===== src/rtl/muldiv_pkg.sv =====
// Shared constants and types for the execute-stage RV32M multiply/divide unit.
package muldiv_pkg;

   localparam logic [2:0] F3_MUL    = 3'b000;
   localparam logic [2:0] F3_MULH   = 3'b001;
   localparam logic [2:0] F3_MULHSU = 3'b010;
   localparam logic [2:0] F3_MULHU  = 3'b011;
   localparam logic [2:0] F3_DIV    = 3'b100;
   localparam logic [2:0] F3_DIVU   = 3'b101;
   localparam logic [2:0] F3_REM    = 3'b110;
   localparam logic [2:0] F3_REMU   = 3'b111;

   localparam int unsigned MULDIV_ITERS = 32;
   localparam logic [4:0]  LAST_ITER    = 5'(MULDIV_ITERS - 1);

   typedef enum logic [1:0] {
      IDLE = 2'b00,
      RUN  = 2'b01,
      DONE = 2'b10
   } state_t;

endpackage


===== src/rtl/ex_muldiv_unit.sv =====
// Iterative RV32M multiply/divide unit for the execute stage. One bit per cycle
// over a shared 64-bit working register; stalls the front of the pipe until done.
module ex_muldiv_unit
   import muldiv_pkg::*;
#(
   parameter int XLEN = 32
)
(
   input  logic            clk,
   input  logic            rst,
   input  logic            start,
   input  logic            flush,
   input  logic [2:0]      funct3,
   input  logic [XLEN-1:0] lhs,
   input  logic [XLEN-1:0] rhs,
   output logic            stall,
   output logic            done,
   output logic [XLEN-1:0] result
);

   localparam int W2 = 2 * XLEN;

   state_t          state_r, stateNext_s;
   logic [4:0]      cnt_r;
   logic [W2-1:0]   acc_r;
   logic [XLEN-1:0] opnd_r;
   logic [2:0]      op_r;
   logic            negRes_r;
   logic            done_r;
   logic [XLEN-1:0] result_r;

   logic            isDiv_s, lhsSigned_s, rhsSigned_s, lhsNeg_s, rhsNeg_s, negStart_s;
   logic [XLEN-1:0] lhsMag_s, rhsMag_s, specialRes_s, finalRes_s, quot_s, rem_s;
   logic            divZero_s, overflow_s, special_s, geq_s;
   logic [XLEN:0]   mulSum_s;
   logic [XLEN-1:0] divSub_s;
   logic [W2-1:0]   iterNext_s, prod_s;

   // Operand decode at accept: signedness, magnitudes, result sign and special cases.
   always_comb begin
      isDiv_s      = funct3[2];
      lhsSigned_s  = (funct3 != F3_MULHU) && (funct3 != F3_DIVU) && (funct3 != F3_REMU);
      rhsSigned_s  = lhsSigned_s && (funct3 != F3_MULHSU);
      lhsNeg_s     = lhsSigned_s & lhs[XLEN-1];
      rhsNeg_s     = rhsSigned_s & rhs[XLEN-1];
      lhsMag_s     = lhsNeg_s ? -lhs : lhs;
      rhsMag_s     = rhsNeg_s ? -rhs : rhs;
      // Remainder takes the dividend's sign; everything else the XOR of both.
      negStart_s   = (funct3 == F3_REM) ? lhsNeg_s : (lhsNeg_s ^ rhsNeg_s);
      divZero_s    = isDiv_s && (rhs == {XLEN{1'b0}});
      overflow_s   = isDiv_s && lhsSigned_s && (lhs == {1'b1, {(XLEN-1){1'b0}}})
                     && (rhs == {XLEN{1'b1}});
      special_s    = divZero_s | overflow_s;
      if (divZero_s) begin
         specialRes_s = funct3[1] ? lhs : {XLEN{1'b1}};
      end else if (overflow_s) begin
         specialRes_s = funct3[1] ? {XLEN{1'b0}} : {1'b1, {(XLEN-1){1'b0}}};
      end else begin
         specialRes_s = {XLEN{1'b0}};
      end
   end

   // One iteration of shift-add multiply or restoring divide, plus final sign fix-up.
   always_comb begin
      mulSum_s   = {1'b0, acc_r[W2-1:XLEN]} + (acc_r[0] ? {1'b0, opnd_r} : {(XLEN+1){1'b0}});
      geq_s      = acc_r[W2-1:XLEN-1] >= {1'b0, opnd_r};
      divSub_s   = acc_r[W2-2:XLEN-1] - opnd_r;
      if (op_r[2]) begin
         iterNext_s = geq_s ? {divSub_s, acc_r[XLEN-2:0], 1'b1} : {acc_r[W2-2:0], 1'b0};
      end else begin
         iterNext_s = {mulSum_s, acc_r[XLEN-1:1]};
      end
      prod_s = negRes_r ? -iterNext_s : iterNext_s;
      quot_s = negRes_r ? -iterNext_s[XLEN-1:0] : iterNext_s[XLEN-1:0];
      rem_s  = negRes_r ? -iterNext_s[W2-1:XLEN] : iterNext_s[W2-1:XLEN];
      case (op_r)
         F3_MUL:                      finalRes_s = prod_s[XLEN-1:0];
         F3_MULH, F3_MULHSU, F3_MULHU: finalRes_s = prod_s[W2-1:XLEN];
         F3_DIV, F3_DIVU:             finalRes_s = quot_s;
         F3_REM, F3_REMU:             finalRes_s = rem_s;
         default:                     finalRes_s = quot_s;
      endcase
   end

   // Next-state logic; flush overrides every transition.
   always_comb begin
      stateNext_s = state_r;
      if (flush) begin
         stateNext_s = IDLE;
      end else begin
         case (state_r)
            IDLE:    stateNext_s = start ? (special_s ? DONE : RUN) : IDLE;
            RUN:     stateNext_s = (cnt_r == LAST_ITER) ? DONE : RUN;
            DONE:    stateNext_s = IDLE;
            default: stateNext_s = IDLE;
         endcase
      end
   end

   // State, working registers and registered outputs.
   always_ff @(posedge clk) begin
      if (rst) begin
         state_r  <= IDLE;
         cnt_r    <= 5'd0;
         acc_r    <= {W2{1'b0}};
         opnd_r   <= {XLEN{1'b0}};
         op_r     <= 3'b000;
         negRes_r <= 1'b0;
         done_r   <= 1'b0;
         result_r <= {XLEN{1'b0}};
      end else begin
         state_r <= stateNext_s;
         done_r  <= (stateNext_s == DONE);
         if (flush) begin
            cnt_r <= 5'd0;
         end else begin
            case (state_r)
               IDLE: begin
                  if (start) begin
                     op_r     <= funct3;
                     negRes_r <= negStart_s;
                     cnt_r    <= 5'd0;
                     if (special_s) begin
                        result_r <= specialRes_s;
                     end else begin
                        opnd_r <= isDiv_s ? rhsMag_s : lhsMag_s;
                        acc_r  <= {{XLEN{1'b0}}, (isDiv_s ? lhsMag_s : rhsMag_s)};
                     end
                  end
               end
               RUN: begin
                  acc_r <= iterNext_s;
                  cnt_r <= cnt_r + 5'd1;
                  if (cnt_r == LAST_ITER) begin
                     result_r <= finalRes_s;
                  end
               end
               default: begin
               end
            endcase
         end
      end
   end

   assign stall  = start & ~done_r & ~flush;
   assign done   = done_r;
   assign result = result_r;

endmodule

===== config.mk =====
export PLATFORM = sky130hd
export DESIGN_NAME = ex_muldiv_unit
export DESIGN_NICKNAME = d
export VERILOG_FILES = /design/src/rtl/muldiv_pkg.sv /design/src/rtl/ex_muldiv_unit.sv
export SDC_FILE = /design/constraint.sdc
export NUM_CORES = 1
export LEC_CHECK = 0
export CORE_MARGIN = 2
export CORE_UTILIZATION = 35
export DETAILED_ROUTE_END_ITERATION = 7
export DONT_BUFFER_PORTS = 1
export HOLD_SLACK_MARGIN = 0.06
export MAX_ROUTING_LAYER = met4
export PLACE_DENSITY = 0.49
export SYNTH_ARGS = -nofsm -noshare
export SYNTH_HDL_FRONTEND = slang
export SYNTH_SLANG_ARGS = --single-unit

===== constraint.sdc =====
create_clock -name clk -period 11.9 [get_ports clk]
set_clock_uncertainty 0.15 [all_clocks]
set_input_delay 1.19 -clock clk [delete_from_list [all_inputs] [get_ports clk]]
set_output_delay 1.19 -clock clk [all_outputs]
set_load 0.01 [all_outputs]

# --- Word-level counts from Yosys, hierarchy flattened ---
# Index checks and enable logic that the tools add are counted.
# Widths: inputs -> output; s select.
word_totals:
  reg_bits: 140
  inputBits: 71
  output_inout_bits: 34
classes:
  add_sub_neg: 8
  order_cmp: 1
  n_eq_ne: 21
  muxes: 30
  bitwise_logic: 9
  reduce_logical: 20
op_table:
  columns: ["op", "count"]
  rows:
  - ["$mux 32", 14]
  - ["$mux 64", 5]
  - ["$neg 32->32", 4]
  - ["$pmux 32 s4", 1]
  - ["$pmux 64 s2", 1]
  - ["$eq 32x32->1 const B", 2]
  - ["$neg 64->64", 1]
  - ["$pmux 32 s2", 1]
  - ["$add 32x32->33", 1]
  - ["$ge 33x32->1", 1]
  - ["$logic_not 32->1", 1]
  - ["$sub 32x32->32", 1]
  - ["$eq 3x3->1 const B", 5]
  - ["$pmux 5 s2", 1]
  - ["$mux 2", 4]
  - ["$ne 2x2->1 const B", 4]
  - ["$reduce_and 4->1", 2]
  - ["$logic_and 1x1->1", 7]
  - ["$eq 3x2->1 const B", 2]
  - ["$ne 3x2->1 const B", 2]
  - ["$ne 3x3->1 const B", 2]
  - ["$reduce_or 2->1", 3]
  - ["$add 5x1->5 const B", 1]
  - ["$eq 5x5->1 const B", 1]
  - ["17 further kinds", 22]

# --- Longest topological paths before layout ---
depth:
  depth_word: 12
  depth_mapped: 26

# --- Worst setup path after synthesis ---
# OpenSTA, ideal clock, no wires.
synth_timing:
  kind: "reg2reg"
  startpoint: "register op_r[2]"
  endpoint: "register result_r[18] (netlist: result[18])"
  setup_ns: 0.074
  arrival_time_ns: 5.428
  setup_slack_ns: 6.248
  stages_incl_launch_ff: 23
  path_buffers: 7
  synth_period_minus_slack_ns: 5.652
  cell_sequence: "dfxtp_1 > buf_2 > buf_1 > buf_1 > clkbuf_1 > buf_2 > buf_2 > buf_1 > mux2i_1 > ha_1 > nor3b_1 > o221ai_1 > nor2_1 > o21ai_0 > nor2_1 > nand2_1 > nor3_1 > nor2_1 > or3_1 > o31ai_1 > xor2_1 > o211ai_1 > a31oi_1"
synth_between:
  elab_chain_len: 6
  word_cells_on_any_way: 21
  classes_between: "add/sub (3); eq/ne (7); mux (7); reduce/logical (4)"
synth_lines:
  columns: ["item", "line", "text"]
  rows:
  - ["start, declared", "ex_muldiv_unit.sv:27", "logic [2:0] op_r;"]
  - ["start signal, assigned", "ex_muldiv_unit.sv:120", "op_r <= funct3;"]
  - ["$mux 64", "ex_muldiv_unit.sv:68", "if (op_r[2]) begin"]
  - ["$neg 64->64, or another cell as far along", "ex_muldiv_unit.sv:73", "prod_s = negRes_r ? -iterNext_s : iterNext_s;"]
  - ["$mux 64, or another cell as far along", "ex_muldiv_unit.sv:73", null]
  - ["$pmux 32 s4 *", "ex_muldiv_unit.sv:76", "case (op_r)"]
  - ["$mux 32 *", "ex_muldiv_unit.sv:134", "if (cnt_r == LAST_ITER) begin"]
  - ["$pmux 32 s2 *", "ex_muldiv_unit.sv:117", "case (state_r)"]
  - ["end signal, assigned", "ex_muldiv_unit.sv:110", "result_r <= {XLEN{1'b0}};"]
  - ["end signal, assigned", "ex_muldiv_unit.sv:124", "result_r <= specialRes_s;"]
  - ["end signal, assigned", "ex_muldiv_unit.sv:135", "result_r <= finalRes_s;"]
  - ["end, declared", "ex_muldiv_unit.sv:30", "logic [XLEN-1:0] result_r;"]
# Every way passes the cells marked *; elsewhere a longest branch is shown, timed or not. The select of a mux whose other input is x is not followed.
# A chain may end at the register's enable or synchronous reset.

# --- Final worst setup path ---
layout_timing:
  startpoint: "register opnd_r[20]"
  endpoint: "register result_r[18] (netlist: result[18])"
layout_between:
  elab_chain_len: 8
  word_cells_on_any_way: 12
  classes_between: "add/sub (3); order compare (1); mux (8)"
layout_lines:
  columns: ["item", "line", "text"]
  rows:
  - ["start, declared", "ex_muldiv_unit.sv:26", "logic [XLEN-1:0] opnd_r;"]
  - ["start signal, assigned", "ex_muldiv_unit.sv:106", "opnd_r <= {XLEN{1'b0}};"]
  - ["start signal, assigned", "ex_muldiv_unit.sv:126", "opnd_r <= isDiv_s ? rhsMag_s : lhsMag_s;"]
  - ["$ge 33x32->1 *", "ex_muldiv_unit.sv:66", "geq_s = acc_r[W2-1:XLEN-1] >= {1'b0, opnd_r};"]
  - ["$mux 64 *", "ex_muldiv_unit.sv:69", "iterNext_s = geq_s ? {divSub_s, acc_r[XLEN-2:0], 1'b1} : {acc_r[W2-2:0], 1'b0};"]
  - ["$mux 64 *", "ex_muldiv_unit.sv:68", null]
  - ["$neg 64->64, or another cell as far along", "ex_muldiv_unit.sv:73", null]
  - ["$mux 64, or another cell as far along", "ex_muldiv_unit.sv:73", null]
  - ["$pmux 32 s4 *", "ex_muldiv_unit.sv:76", null]
  - ["$mux 32 *", "ex_muldiv_unit.sv:134", null]
  - ["$pmux 32 s2 *", "ex_muldiv_unit.sv:117", null]
# Marks and branches as above.

==> flow_summary.json <==
{
  "worst_path_largest_cell_delay_ns": 0.67,
  "synth_nets": 2334,
  "grt_pass1_vias": 15420,
  "nNetsFinal": 2242,
  "crit_slowest_cell": "nor3_4",
  "synthCells": 2190,
  "routedWlPerCell_um": 25.24,
  "ys_ff_latch": 140,
  "ctsHoldBuffers": 0,
  "clkTransAtPathRegs_ns": 0.07,
  "row_count": 76,
  "die-area_sq_mm": 0.04498,
  "vias_per_cell": 6.162,
  "holdCritStartpoint": "opnd_r[14]",
  "tightest_slew_ns": 1.036,
  "maxCapViolCount": 0,
  "final_layout_size_suffix_gt1_share_pct": 5.211,
  "ctsResizeCount": 0,
  "yosysSeqAreaShare_pct": 18.49,
  "slew_headroom_pct": 29.87,
  "root_buffer": "clkbuf_16",
  "synth_top_area_share_pct": 18.49,
  "core_sq_mm": 0.04289,
  "total_power_mw": 1.564,
  "yosysWarnings": 0,
  "synthArstFlopShare_pct": 0,
  "rsz0062_at_grt": "false",
  "synthFlopType": "dfxtp_1",
  "r2r_start": "opnd_r[20]",
  "p_leak_nw": 5.881,
  "synth_area_leaders": "dfxtp_1, nor2_1, a21oi_1, ha_1, nand2_1",
  "grtUsageTotal_pct": 30.92,
  "fmax_mhz": 146.1,
  "hold_depth": 2,
  "area_growth_pct": 6.506,
  "synth_area_leader_cell": "dfxtp_1",
  "dpl.hpwl_um": 53520,
  "ff2ff_path_depth": 23,
  "path_cells": "inv_1 > ha_1 > a21oi_2 > o21ai_1 > a2111oi_4 > o41ai_4 > nor3_4 > nand2_1 > o21ai_0 > ha_1 > nor3b_1 > o221ai_1 > nor2_1 > o21ai_0 > nor2_1 > nand2_1 > nor3_1 > nor2_1 > or3_1 > o31ai_1 > xor2_1 > o211ai_1 > a31oi_1",
  "start_util_pct": 35.34,
  "start_kind": "register",
  "hold_class": "reg -> reg",
  "die_h_um": 212.1,
  "critical_path_class": "reg -> reg",
  "status": "finished, final reports clean",
  "num_vias": 16610,
  "crit_path_frequent_cell": "nor2_1",
  "synth_cell_type_count": 93,
  "drcViolationCount": 0,
  "numCtsBuffers": 17,
  "grt_pass1_wl_um": 100500,
  "numClockSinks": 140,
  "cts.path.max_buffers": 2,
  "synth_commonest_cells": "nor2_1, nand2_1, a21oi_1",
  "ff2ff_setup_slack_ns": 5.05,
  "worstPathArrival_ns": 7.11,
  "postSynthAreaPerCell_sq_um": 6.920,
  "tns_ns": 0,
  "cts_setup_buffers": 0,
  "netlist_area_sq_mm": 0.01515,
  "grt_antenna_before_repair": 2,
  "utilization_pct": 37.64,
  "io_buffers": 0,
  "clk_latency_ns": 0.48,
  "yosysMostFrequentCell": "nor2_1",
  "hold_path_end": "opnd_r[14]",
  "reg2reg_to": "result[18]",
  "final_hold_viol_count": 0,
  "grt_max_degree": 110,
  "worstSetupEndpointType": "register",
  "totalWireLength_um": 68060,
  "peakVddDrop_mv": 0.09267,
  "setup_viol": 0,
  "drt_iter0_markers": 1612,
  "cts_tree": "built",
  "ant_nets": 0,
  "fin_crit_ns": 6.847,
  "h-tree-depth": 4,
  "grt.overflow.total": 0,
  "gp_congestion": 0.9747,
  "dieWidth_um": 212.1,
  "fin_crit_sh_pct": 57.54,
  "crit_required_ns": 12.16,
  "synth_edf_count": 0,
  "cp_max_fo": 15,
  "n_antenna_cell": 0,
  "ios": 105,
  "dr.pass1.iters": 6,
  "slew_violations": 0,
  "power_density_mw_per_mm2": 96.88
}
## critical path: cells and delay by family, from the launching register on
| kind | cells | cell delay [ns] |
|---|---|---|
| XOR/XNOR | 1 | 0.23 |
| adder cells (fa/ha/maj) | 2 | 0.67 |
| AO/OA/AOI/OAI | 10 | 2.31 |
| AND/OR/NAND/NOR | 9 | 3.00 |
| buffers and inverters | 1 | 0.05 |
| flip-flops | 1 | 0.35 |
## cell usage in the layout (no fill, tap or decap), drive strengths merged, types with 32 or more instances in the layout
cell / n
and2: 45
a21oi: 192
nand3: 40
xor2: 61
inv: 73
mux2i: 65
ha: 71
nand2: 232
a31oi: 44
o21ai: 168
nor2: 271
nor3: 76
nand4: 32
o211ai: 65
dfxtp: 140
xnor2: 89
a211oi: 40
## power breakdown
group | leakage, nW | total, mW | internal, mW | switching, mW
Combinational | 4.47 | 0.512 | 0.166 | 0.345
Clock | 0.274 | 0.543 | 0.280 | 0.263
Sequential | 1.14 | 0.509 | 0.485 | 0.0241
Total | 5.88 | 1.56 | 0.932 | 0.632
## layout make-up
type                    count  area (sq um)
fillers                  4618         26750
multi-input cells        1848         11600
flip-flops and latches    140          2808
well taps                 585         732.0
clock buffers              18         439.2
inverters                  66         247.7
repair buffers             25         187.7
clock inverters            14         123.9
## registers in the layout, summed over array words and instances, names as in the netlist
| signal | cells |
|---|---|
| acc_r | 64 |
| opnd_r | 32 |
| result | 32 |
| cnt_r | 5 |
| op_r | 3 |
| state_r | 2 |
| done | 1 |
| negRes_r | 1 |
## metal layers
layer,track usage (%),share of wire (%),up-vias
met4,14.69,4.9,0
met3,3.885,6.0,106
met5,-,0,-
met1,40.33,45,8007
met2,47.42,45,679
li1,-,-,7820
## kinds of logic (layout without fill, tap and decap cells)
logic type      count (synthesis)  in the layout  share of synthesized area, %
flops                         140            140                         18.49
xor+xnor                      150            150                         8.669
fa+ha+maj                      73             73                         6.126
buf+inv                       202            123                         5.234
simple gates                  839            839                         26.21
compound gates                715            715                         30.53
mux                            71             71                         4.739
## per-stage QoR
step                      area, sq um  cells  hold slack (ns)  worst slack, ns
final                           16140   2696           0.3104            5.053
after global placement          15580   2664           0.2945            5.530
after CTS                       16140   2696           0.3098            5.147
after floorplan                 15150   2190           0.2903            6.248
after global routing            16140   2696           0.3282            4.488
after detailed placement        15580   2664           0.3014            5.190
## how the worst max path moves through the flow
| stage | cells after the start | end | from | slack (ns) |
|---|---|---|---|---|
| detailed placement | 23 | result[18] | opnd_r[18] | 5.19 |
| CTS | 23 | result[18] | opnd_r[18] | 5.15 |
| finish | 23 | result[18] | opnd_r[20] | 5.05 |
| floorplan | 22 | result[18] | op_r[2] | 6.25 |
| global route | 23 | result[18] | opnd_r[18] | 4.49 |
| global placement | 22 | result[4] | opnd_r[20] | 5.53 |
(Power assumes the default switching activity.)
